==> config.mk <==
export PLATFORM = sky130hd
export DESIGN_NAME = rescale_sequencer
export DESIGN_NICKNAME = d
export VERILOG_FILES = /design/src/rtl/rescale_sequencer_pkg.sv /design/src/rtl/rescale_datapath.sv /design/src/rtl/rescale_sequencer.sv
export SDC_FILE = /design/constraint.sdc
export NUM_CORES = 1
export LEC_CHECK = 0
export BUFFER_PORTS_ARGS = -buffer_cell sky130_fd_sc_hd__buf_2
export CORE_ASPECT_RATIO = 1.1
export CORE_MARGIN = 2
export CORE_UTILIZATION = 48
export CTS_BUF_LIST = sky130_fd_sc_hd__clkbuf_8
export CTS_CLUSTER_SIZE = 40
export DETAILED_ROUTE_END_ITERATION = 10
export PLACE_DENSITY = 0.68
export SLEW_MARGIN = 5
export SYNTH_ARGS = -nofsm -noshare
export SYNTH_HDL_FRONTEND = slang
export SYNTH_SLANG_ARGS = --single-unit
==> constraint.sdc <==
create_clock -name clock -period 3.1 [get_ports clock]
set_input_delay 0.62 -clock clock [delete_from_list [all_inputs] [get_ports clock]]
set_output_delay 0.62 -clock clock [all_outputs]
set_load 0.01 [all_outputs]
==> src/rtl/rescale_sequencer_pkg.sv <==
// rtl/rescale_sequencer_pkg.sv - shared types and constants for the rescale sequencer
package rescale_sequencer_pkg;

    typedef enum logic [2:0] {
        ST_IDLE,
        ST_CLEAR,
        ST_SEARCH,
        ST_LATCH,
        ST_NORM,
        ST_SCALE,
        ST_DRAIN,
        ST_DONE
    } state_t;

    localparam int NB_OUT  = 8;
    localparam int OUT_MAX = (1 << NB_OUT) - 1;
    localparam int SHIFT_W = 5;

endpackage

==> src/rtl/rescale_datapath.sv <==
// rtl/rescale_datapath.sv - two-stage subtract / clamp / shift / saturate pixel pipeline
module rescale_datapath #(
    parameter int NB_PIXEL = 19,
    parameter int NB_OUT   = 8,
    parameter int SHIFT_W  = 5
) (
    input  logic                       clock,
    input  logic                       reset,
    input  logic                       i_rdEn,
    input  logic signed [NB_PIXEL-1:0] i_rdData,
    input  logic signed [NB_PIXEL-1:0] i_min,
    input  logic [SHIFT_W-1:0]         i_shift,
    output logic [NB_OUT-1:0]          o_pixel,
    output logic                       o_pixelValid,
    output logic                       o_inflight
);

    localparam logic [NB_PIXEL:0] OUT_LIM = {{(NB_PIXEL + 1 - NB_OUT){1'b0}}, {NB_OUT{1'b1}}};

    logic                     data_valid_q;
    logic                     diff_valid_q;
    logic signed [NB_PIXEL:0] diff_q;
    logic [NB_PIXEL:0]        mag;
    logic [NB_OUT-1:0]        pixel_d;

    // Second stage: negative differences clamp to zero, large magnitudes saturate.
    always_comb begin
        mag = $unsigned(diff_q) >> i_shift;
        if (diff_q[NB_PIXEL]) begin
            pixel_d = '0;
        end else if (mag > OUT_LIM) begin
            pixel_d = '1;
        end else begin
            pixel_d = mag[NB_OUT-1:0];
        end
    end

    // Valid tracks read latency (1), subtract stage and output stage; data registers follow.
    always_ff @(posedge clock) begin
        if (reset) begin
            data_valid_q <= 1'b0;
            diff_valid_q <= 1'b0;
            o_pixelValid <= 1'b0;
            diff_q       <= '0;
            o_pixel      <= '0;
        end else begin
            data_valid_q <= i_rdEn;
            diff_valid_q <= data_valid_q;
            o_pixelValid <= diff_valid_q;
            diff_q       <= {i_rdData[NB_PIXEL-1], i_rdData} - {i_min[NB_PIXEL-1], i_min};
            o_pixel      <= pixel_d;
        end
    end

    assign o_inflight = data_valid_q | diff_valid_q;

endmodule

==> src/rtl/rescale_sequencer.sv <==
// rtl/rescale_sequencer.sv - two-pass search/rescale sequencing controller
module rescale_sequencer #(
    parameter int NB_PIXEL = 19,
    parameter int NB_COUNT = 32,
    parameter int NB_OUT   = rescale_sequencer_pkg::NB_OUT
) (
    input  logic                       clock,
    input  logic                       reset,
    input  logic                       i_start,
    input  logic [NB_COUNT-1:0]        i_imageSize,
    input  logic                       i_convValid,
    output logic                       o_searchReset,
    output logic                       o_searchValid,
    input  logic signed [NB_PIXEL-1:0] i_maxValue,
    input  logic signed [NB_PIXEL-1:0] i_minValue,
    output logic                       o_rdEn,
    output logic [NB_COUNT-1:0]        o_rdAddr,
    input  logic signed [NB_PIXEL-1:0] i_rdData,
    output logic [NB_OUT-1:0]          o_pixel,
    output logic                       o_pixelValid,
    output logic [4:0]                 o_shift,
    output logic                       o_busy,
    output logic                       o_done
);

    import rescale_sequencer_pkg::*;

    // Largest shift that brings any NB_PIXEL+1-bit range into NB_OUT bits.
    localparam logic [SHIFT_W-1:0] SHIFT_LIM = SHIFT_W'(NB_PIXEL + 1 - NB_OUT);
    localparam logic [NB_PIXEL:0]  RANGE_LIM = {{(NB_PIXEL + 1 - NB_OUT){1'b0}}, {NB_OUT{1'b1}}};

    state_t                     state_q, state_d;
    logic [NB_COUNT-1:0]        size_q;
    logic [NB_COUNT-1:0]        count_q;
    logic [NB_COUNT-1:0]        addr_q;
    logic signed [NB_PIXEL-1:0] min_q;
    logic [NB_PIXEL:0]          range_q;
    logic [SHIFT_W-1:0]         shift_q;
    logic [NB_COUNT-1:0]        count_next;
    logic [NB_COUNT-1:0]        last_addr;
    logic                       norm_more;
    logic                       inflight;

    assign count_next = count_q + NB_COUNT'(1);
    assign last_addr  = size_q - NB_COUNT'(1);
    assign norm_more  = ((range_q >> shift_q) > RANGE_LIM) && (shift_q < SHIFT_LIM);

    // State register.
    always_ff @(posedge clock) begin
        if (reset) begin
            state_q <= ST_IDLE;
        end else begin
            state_q <= state_d;
        end
    end

    // Next-state and control outputs decoded from the current state.
    always_comb begin
        state_d       = state_q;
        o_searchReset = 1'b0;
        o_searchValid = 1'b0;
        o_rdEn        = 1'b0;
        o_busy        = 1'b1;
        o_done        = 1'b0;
        case (state_q)
            ST_IDLE: begin
                o_busy = 1'b0;
                if (i_start && (i_imageSize != '0)) begin
                    state_d = ST_CLEAR;
                end
            end
            ST_CLEAR: begin
                o_searchReset = 1'b1;
                state_d       = ST_SEARCH;
            end
            ST_SEARCH: begin
                if (i_convValid && (count_next == size_q)) begin
                    state_d = ST_LATCH;
                end
            end
            ST_LATCH: begin
                o_searchValid = 1'b1;
                state_d       = ST_NORM;
            end
            ST_NORM: begin
                if (!norm_more) begin
                    state_d = ST_SCALE;
                end
            end
            ST_SCALE: begin
                o_rdEn = 1'b1;
                if (addr_q == last_addr) begin
                    state_d = ST_DRAIN;
                end
            end
            ST_DRAIN: begin
                if (!inflight) begin
                    state_d = ST_DONE;
                end
            end
            ST_DONE: begin
                o_done  = 1'b1;
                state_d = ST_IDLE;
            end
            default: begin
                state_d = ST_IDLE;
            end
        endcase
    end

    // Frame size, pixel count, extremes, NORM shift search and read address.
    always_ff @(posedge clock) begin
        if (reset) begin
            size_q  <= '0;
            count_q <= '0;
            addr_q  <= '0;
            min_q   <= '0;
            range_q <= '0;
            shift_q <= '0;
        end else begin
            case (state_q)
                ST_IDLE: begin
                    if (i_start && (i_imageSize != '0)) begin
                        size_q <= i_imageSize;
                    end
                end
                ST_CLEAR: begin
                    count_q <= '0;
                end
                ST_SEARCH: begin
                    if (i_convValid) begin
                        count_q <= count_next;
                    end
                end
                ST_LATCH: begin
                    min_q   <= i_minValue;
                    range_q <= {i_maxValue[NB_PIXEL-1], i_maxValue} - {i_minValue[NB_PIXEL-1], i_minValue};
                    shift_q <= '0;
                end
                ST_NORM: begin
                    if (norm_more) begin
                        shift_q <= shift_q + SHIFT_W'(1);
                    end else begin
                        addr_q <= '0;
                    end
                end
                ST_SCALE: begin
                    addr_q <= addr_q + NB_COUNT'(1);
                end
                default: begin
                end
            endcase
        end
    end

    assign o_rdAddr = o_rdEn ? addr_q : '0;
    assign o_shift  = 5'(shift_q);

    rescale_datapath #(
        .NB_PIXEL (NB_PIXEL),
        .NB_OUT   (NB_OUT),
        .SHIFT_W  (SHIFT_W)
    ) u_datapath (
        .clock        (clock),
        .reset        (reset),
        .i_rdEn       (o_rdEn),
        .i_rdData     (i_rdData),
        .i_min        (min_q),
        .i_shift      (shift_q),
        .o_pixel      (o_pixel),
        .o_pixelValid (o_pixelValid),
        .o_inflight   (inflight)
    );

endmodule

==> flow_metrics.py, run 1 <==
metrics = {
    "synthesis": {
        "syn_area_mm2": 0.0118,
        "synth_ff_type": "dfxtp_1",
        "synth_area_leaders": "dfxtp_1 (28%), nor2_1 (5.6%), a21oi_1 (5.4%), xnor2_1 (5.3%), ha_1 (4.5%)",
        "synth.ff_latch_count": 166,
        "synth_edf_count": 0,
        "yosysTopAreaCell": "dfxtp_1",
        "post_synth_num_cell_types": 82,
        "syn_avg_cell_area_um2": 7.59,
        "synthesis.nets": 1693,
        "ys_top_cells_by_count": "nor2_1 (175), dfxtp_1 (166), nand2_1 (134)",
        "synth.top_cell.area_share_pct": 28.2,
        "ys_seq_area_share_pct": 28.2,
        "synth_cells": 1556,
        "synthArstFlopShare_pct": 0,
        "synth.most_common_cell": "nor2_1",
        "ys_warn_count": 0,
    },
    "worst_setup_path": {
        "critical_path_class": "reg -> reg",
        "crit_path_max_fanout": 7,
        "r2r_cells": 8,
        "worstPathRequired_ns": 3.46,
        "r2r_slack_ns": 0.18,
        "r2r_start": "size_q[3]$_SDFFE_PP0P_",
        "critPathCaptureType": "flop",
        "worstPathArrival_ns": 3.28,
        "timing.rr.end": "state_q[0]$_SDFFE_PP0P_",
        "startpoint_type": "flop",
        "startpoint": "size_q[3]$_SDFFE_PP0P_",
    },
    "placed_design": {
        "place_inst": 1971,
        "place_ws_ns": -0.249,
        "place_congestion": 0.952,
        "hpwl_um": 26300,
        "io_buffers": 143,
        "dpl_cell_area_mm2": 0.0130,
    },
    "min_path": {
        "worstHoldPathCells": 3,
        "hold_class": "in -> reg",
        "holdPathEnd": "min_q[17]$_SDFFE_PP0P_",
        "hold_start": "i_minValue[17]",
    },
    "die": {
        "rows": 60,
        "fp.dieH_um": 168,
        "die_w_um": 154,
        "start_util_pct": 48.5,
        "core-area_mm2": 0.0243,
        "die_area_mm2": 0.0259,
        "boundaryPins": 144,
    },
    "sta": {
        "final.setup.tns_ns": 0,
        "slew_violations": 0,
        "finalSetupViolCount": 0,
        "hold_violations": 0,
        "worst_slack_ns": 0.178,
        "skew_ns": 0.0186,
        "max-slew-margin-rel_pct": 42.7,
        "rsz0062_at_grt": "no",
        "max_freq_ghz": 0.342,
        "fin_crit_sh_pct": 94.2,
        "finalHoldWorstSlack_ns": 0.383,
        "min_period_ns": 2.92,
        "tightest_slew_ns": 0.859,
    },
    "power": {
        "cellLeakagePower_nw": 5.53,
        "peakVddDrop_mv": 0.204,
        "p_per_area_mw_per_mm2": 406,
    },
    "route": {
        "drt-vias-per-instance": 5.91,
        "ant_nets": 0,
        "drt_pass1_iterations": 7,
        "routed_wl_um": 34400,
        "wl_per_cell_um": 17.2,
        "drt_iter0_drc": 847,
        "drcViolationCount": 0,
        "vias": 11841,
    },
    "clock_tree": {
        "clkLatencyLatePin_ns": 0.48,
        "cts_resized": 0,
        "htreeDepth": 4,
        "cts.sinks": 166,
        "cts_setup_buffers": 0,
        "hold_buffers": 0,
        "cts_tree": "yes",
        "cts.path.max_buffers": 2,
        "cts_root_buf": "clkbuf_8",
        "clk_pin_slew_ns": 0.11,
        "cts_buffers": 17,
    },
    "global_route": {
        "antenna_found_initial": 0,
        "grt_util_met2_pct": 44.3,
        "grt_pass1_wl_um": 56100,
        "grt_pass1_vias": 11143,
        "grt_usage_pct": 26.2,
        "top_usage_layer": "met2",
        "met3_usage_pct": 3.23,
        "use_met1_pct": 34.5,
        "grt_start_max_net_pins": 82,
        "overflow": 0,
    },
    "finish": {
        "multi_input_area_mm2": 0.00776,
        "area_growth_pct": 13.4,
        "drive_above_1_share_pct": 17.1,
        "fin_area_mm2": 0.0134,
        "fillers": 2352,
        "nets": 1817,
        "antenna_cells": 0,
        "regArea_mm2": 0.00332,
        "layout.cells.non_filler": 2003,
    },
    "job": {
        "max_cap_viol_count": 0,
    },
    "status": {
        "outcome": "finished clean",
    },
}
==> routing by layer <==
metal,vias up,wire length (um)
li1,5809,-
met1,5570,15300
met2,401,16200
met3,61,2040
met4,0,897
met5,-,0
==> placed cells by master, fill, tap and decap left out, types with 29 or more instances in the layout <==
cell       n
ha_1      42
buf_4     68
a21oi_1  128
and3_1    49
buf_2    142
xor2_1    36
inv_1     67
mux2i_1   52
xnor2_1   71
nor2_1   175
nor3_1    48
nand2_1  134
o21ai_0   74
nor4_1    29
dfxtp_1  166
nand4_1   35
nand3_1   48
==> through the flow <==
stage / utilization, % / total power [mW]
floorplan: - / 3.40
global placement: 53.4 / 3.82
detailed placement: 53.4 / 3.84
CTS: 55.1 / 5.45
global route: 55.1 / 5.72
finish: 55.1 / 5.44
==> power by group <==
part	internal (mW)	switching, mW	total [mW]	leakage [nW]
Sequential	2.22	0.132	2.36	1.35
Combinational	0.636	0.823	1.46	3.98
Clock	0.705	0.918	1.62	0.200
==> logic make-up (layout without fill, tap and decap cells) <==
| logic type | count (synthesis) | count (layout) | share of synthesized area, % |
|---|---|---|---|
| AND/OR/NAND/NOR | 665 | 665 | 29.2 |
| AO/OA/AOI/OAI | 333 | 333 | 17.5 |
| buffers and inverters | 175 | 312 | 6.10 |
| flip-flops | 166 | 166 | 28.2 |
| XOR/XNOR | 107 | 107 | 7.94 |
| multiplexers | 66 | 66 | 6.32 |
| adder cells (fa/ha/maj) | 44 | 44 | 4.79 |
==> flip-flops by register name, summed over array words and instances, names as in the netlist <==
signal / flops
size_q: 32
u_datapath.diff_valid_q: 1
u_datapath.o_pixelValid: 1
count_q: 32
o_shift: 5
u_datapath.data_valid_q: 1
addr_q: 32
u_datapath.diff_q: 20
state_q: 3
range_q: 12
u_datapath.o_pixel: 8
min_q: 19
==> worst max-delay path, cell delays in order (launching register included) <==
cell and delay, ns:
dfxtp_1 0.41, nor4_4 0.48, and2_0 0.45, o2111ai_1 0.17
o311a_1 0.18, nor4_1 0.31, nand4_1 0.12, or4_1 0.53
o2bb2ai_1 0.16
==> worst max path at each step <==
stage / endpoint / cells past startpoint
CTS: state_q[0]$_SDFFE_PP0P_ / 8
detailed placement: range_q[18]$_SDFFE_PP0P_ / 13
floorplan: range_q[18]$_SDFFE_PP0P_ / 11
global placement: range_q[18]$_SDFFE_PP0P_ / 13
finish: state_q[0]$_SDFFE_PP0P_ / 8
global route: state_q[0]$_SDFFE_PP0P_ / 8
==> layout make-up <==
class / instances / area share [%]
multi-input cells: 1215 / 58.0
well taps: 310 / 2.90
clock inverters: 13 / 1.06
clock buffers: 19 / 1.95
repair buffers: 212 / 9.42
flip-flops and latches: 166 / 24.8
inverters: 68 / 1.91
(Power assumes the default switching activity.)
==> run 2: changes to the inputs <==
--- a/config.mk
+++ b/config.mk
@@ -5,7 +5,7 @@
 export SDC_FILE = /design/constraint.sdc
 export NUM_CORES = 1
 export LEC_CHECK = 0
-export BUFFER_PORTS_ARGS = -buffer_cell sky130_fd_sc_hd__buf_2
+export BUFFER_PORTS_ARGS = -buffer_cell sky130_fd_sc_hd__clkbuf_2
 export CORE_ASPECT_RATIO = 1.1
 export CORE_MARGIN = 2
 export CORE_UTILIZATION = 48
==> run 2 against run 1 <==
  * Flip-flop and latch count unchanged
  * Core utilization up 0.26 points
  * Sequential power about the same
  * Non-clock buffer count up 4
  * Highest routed layer unchanged
  * Hold slack better by 0.0015 ns
  * Fmax about the same
  * Combinational power about the same
  * Setup slack better by 0.00078 ns
  * Sequential share of layout area down 0.12 points
  * Clock-buffer cell count down 2
  * Register-to-register slack about the same
==> flow_metrics.py, run 2 (synthesis gave the netlist of run 1 again) <==
metrics = {
    "sta": {
        "fin_crit_sh_pct": 94.2,
        "slew_violations": 0,
        "tightest_slew_ns": 0.994,
        "finalSetupViolCount": 0,
        "min_period_ns": 2.92,
        "max-slew-margin-rel_pct": 33.7,
        "hold_violations": 0,
        "skew_ns": 0.0196,
        "final.setup.tns_ns": 0,
        "max_freq_ghz": 0.342,
    },
    "worst_setup_path": {
        "critPathCaptureType": "flop",
        "worstPathArrival_ns": 3.27,
        "r2r_cells": 8,
        "crit_path_max_fanout": 7,
        "startpoint_type": "flop",
        "worstPathRequired_ns": 3.45,
        "critical_path_class": "reg -> reg",
    },
    "min_path": {
        "hold_class": "in -> reg",
        "worstHoldPathCells": 3,
    },
    "clock_tree": {
        "clk_pin_slew_ns": 0.09,
        "cts.sinks": 166,
        "cts_setup_buffers": 0,
        "hold_buffers": 0,
        "clkLatencyLatePin_ns": 0.47,
        "cts_tree": "yes",
        "cts_resized": 0,
        "htreeDepth": 4,
        "cts_root_buf": "clkbuf_8",
        "cts_buffers": 17,
        "cts.path.max_buffers": 2,
    },
    "global_route": {
        "grt_util_met2_pct": 45.1,
        "grt_pass1_vias": 11076,
        "use_met1_pct": 32.9,
        "grt_usage_pct": 26.1,
        "grt_pass1_wl_um": 55500,
        "overflow": 0,
        "grt_start_max_net_pins": 99,
        "met3_usage_pct": 3.94,
        "antenna_found_initial": 0,
        "top_usage_layer": "met2",
    },
    "finish": {
        "drive_above_1_share_pct": 17.2,
        "fillers": 2362,
        "multi_input_area_mm2": 0.00777,
        "regArea_mm2": 0.00332,
        "fin_area_mm2": 0.0135,
        "nets": 1821,
        "layout.cells.non_filler": 2006,
        "reg_top3": "addr_q x32, count_q x32, size_q x32",
        "layout_commonest_cell": "nor2_1",
        "final_cell_mix": "nor2_1 (175), dfxtp_1 (166), clkbuf_2 (142)",
        "area_growth_pct": 14.0,
        "antenna_cells": 0,
    },
    "power": {
        "cellLeakagePower_nw": 5.56,
        "p_per_area_mw_per_mm2": 420,
        "peakVddDrop_mv": 0.219,
    },
    "die": {
        "core-area_mm2": 0.0243,
        "rows": 60,
        "die_area_mm2": 0.0259,
        "fp.dieH_um": 168,
        "die_w_um": 154,
        "boundaryPins": 144,
        "start_util_pct": 48.5,
    },
    "route": {
        "drt_iter0_drc": 764,
        "routed_wl_um": 34800,
        "drt_pass1_iterations": 6,
        "drcViolationCount": 0,
        "drt-vias-per-instance": 5.86,
        "vias": 11763,
        "ant_nets": 0,
        "wl_per_cell_um": 17.3,
    },
    "placed_design": {
        "place_congestion": 0.939,
        "io_buffers": 143,
        "hpwl_um": 26500,
        "dpl_cell_area_mm2": 0.0130,
        "place_inst": 1975,
    },
    "status": {
        "outcome": "finished clean",
    },
    "job": {
        "max_cap_viol_count": 0,
    },
}
-- run 2: per-stage QoR --
step           power, mW  setup slack [ns]  hold WS [ns]  util, %
6_report            5.64             0.179         0.384     55.3
5_1_grt             5.90          -0.00987         0.383     55.3
4_1_cts             5.65             0.233         0.366     55.3
3_5_place_dp        3.84            -0.250         0.445     53.5
3_3_place_gp        3.82            -0.245         0.442     53.5
2_1_floorplan       3.40             0.229         0.427        -
-- run 2: cell type report --
cell class | count | share of cell area (%)
Clock inverter | 14 | 1.54
Clock buffer | 17 | 1.74
Timing Repair Buffer | 216 | 9.50
Multi-Input combinational cell | 1215 | 57.7
Inverter | 68 | 1.90
Sequential cell | 166 | 24.7
Tap cell | 310 | 2.88
-- run 2: path summary, 6_finish.rpt --
kind                                        startpoint                 endpoint  slack (ns)
worst max-delay path            size_q[3]$_SDFFE_PP0P_  state_q[0]$_SDFFE_PP0P_        0.18
worst min-delay path                     i_minValue[8]    min_q[8]$_SDFFE_PP0P_        0.38
worst max register to register  size_q[3]$_SDFFE_PP0P_  state_q[0]$_SDFFE_PP0P_        0.18
worst min register to register  min_q[13]$_SDFFE_PP0P_   min_q[13]$_SDFFE_PP0P_        0.46
-- run 2: per-layer routing --
metal	share of wire [%]	up-vias
li1	-	5808
met1	44	5512
met2	48	382
met3	5.7	61
met4	2.9	0
met5	0	-
-- run 2: where the power goes --
part	internal (mW)	switching [mW]
Sequential	2.22	0.127
Clock	0.953	0.872
Combinational	0.634	0.834
Total	3.81	1.83
-- run 2: worst max-delay path, cell delays in order, from the launching register on --
cell,delay [ns]
dfxtp_1,0.41
nor4_4,0.50
a31oi_1,0.22
a2111oi_2,0.41
nand4_1,0.17
nor4_1,0.30
nand4_1,0.11
or4_1,0.53
o2bb2ai_1,0.15
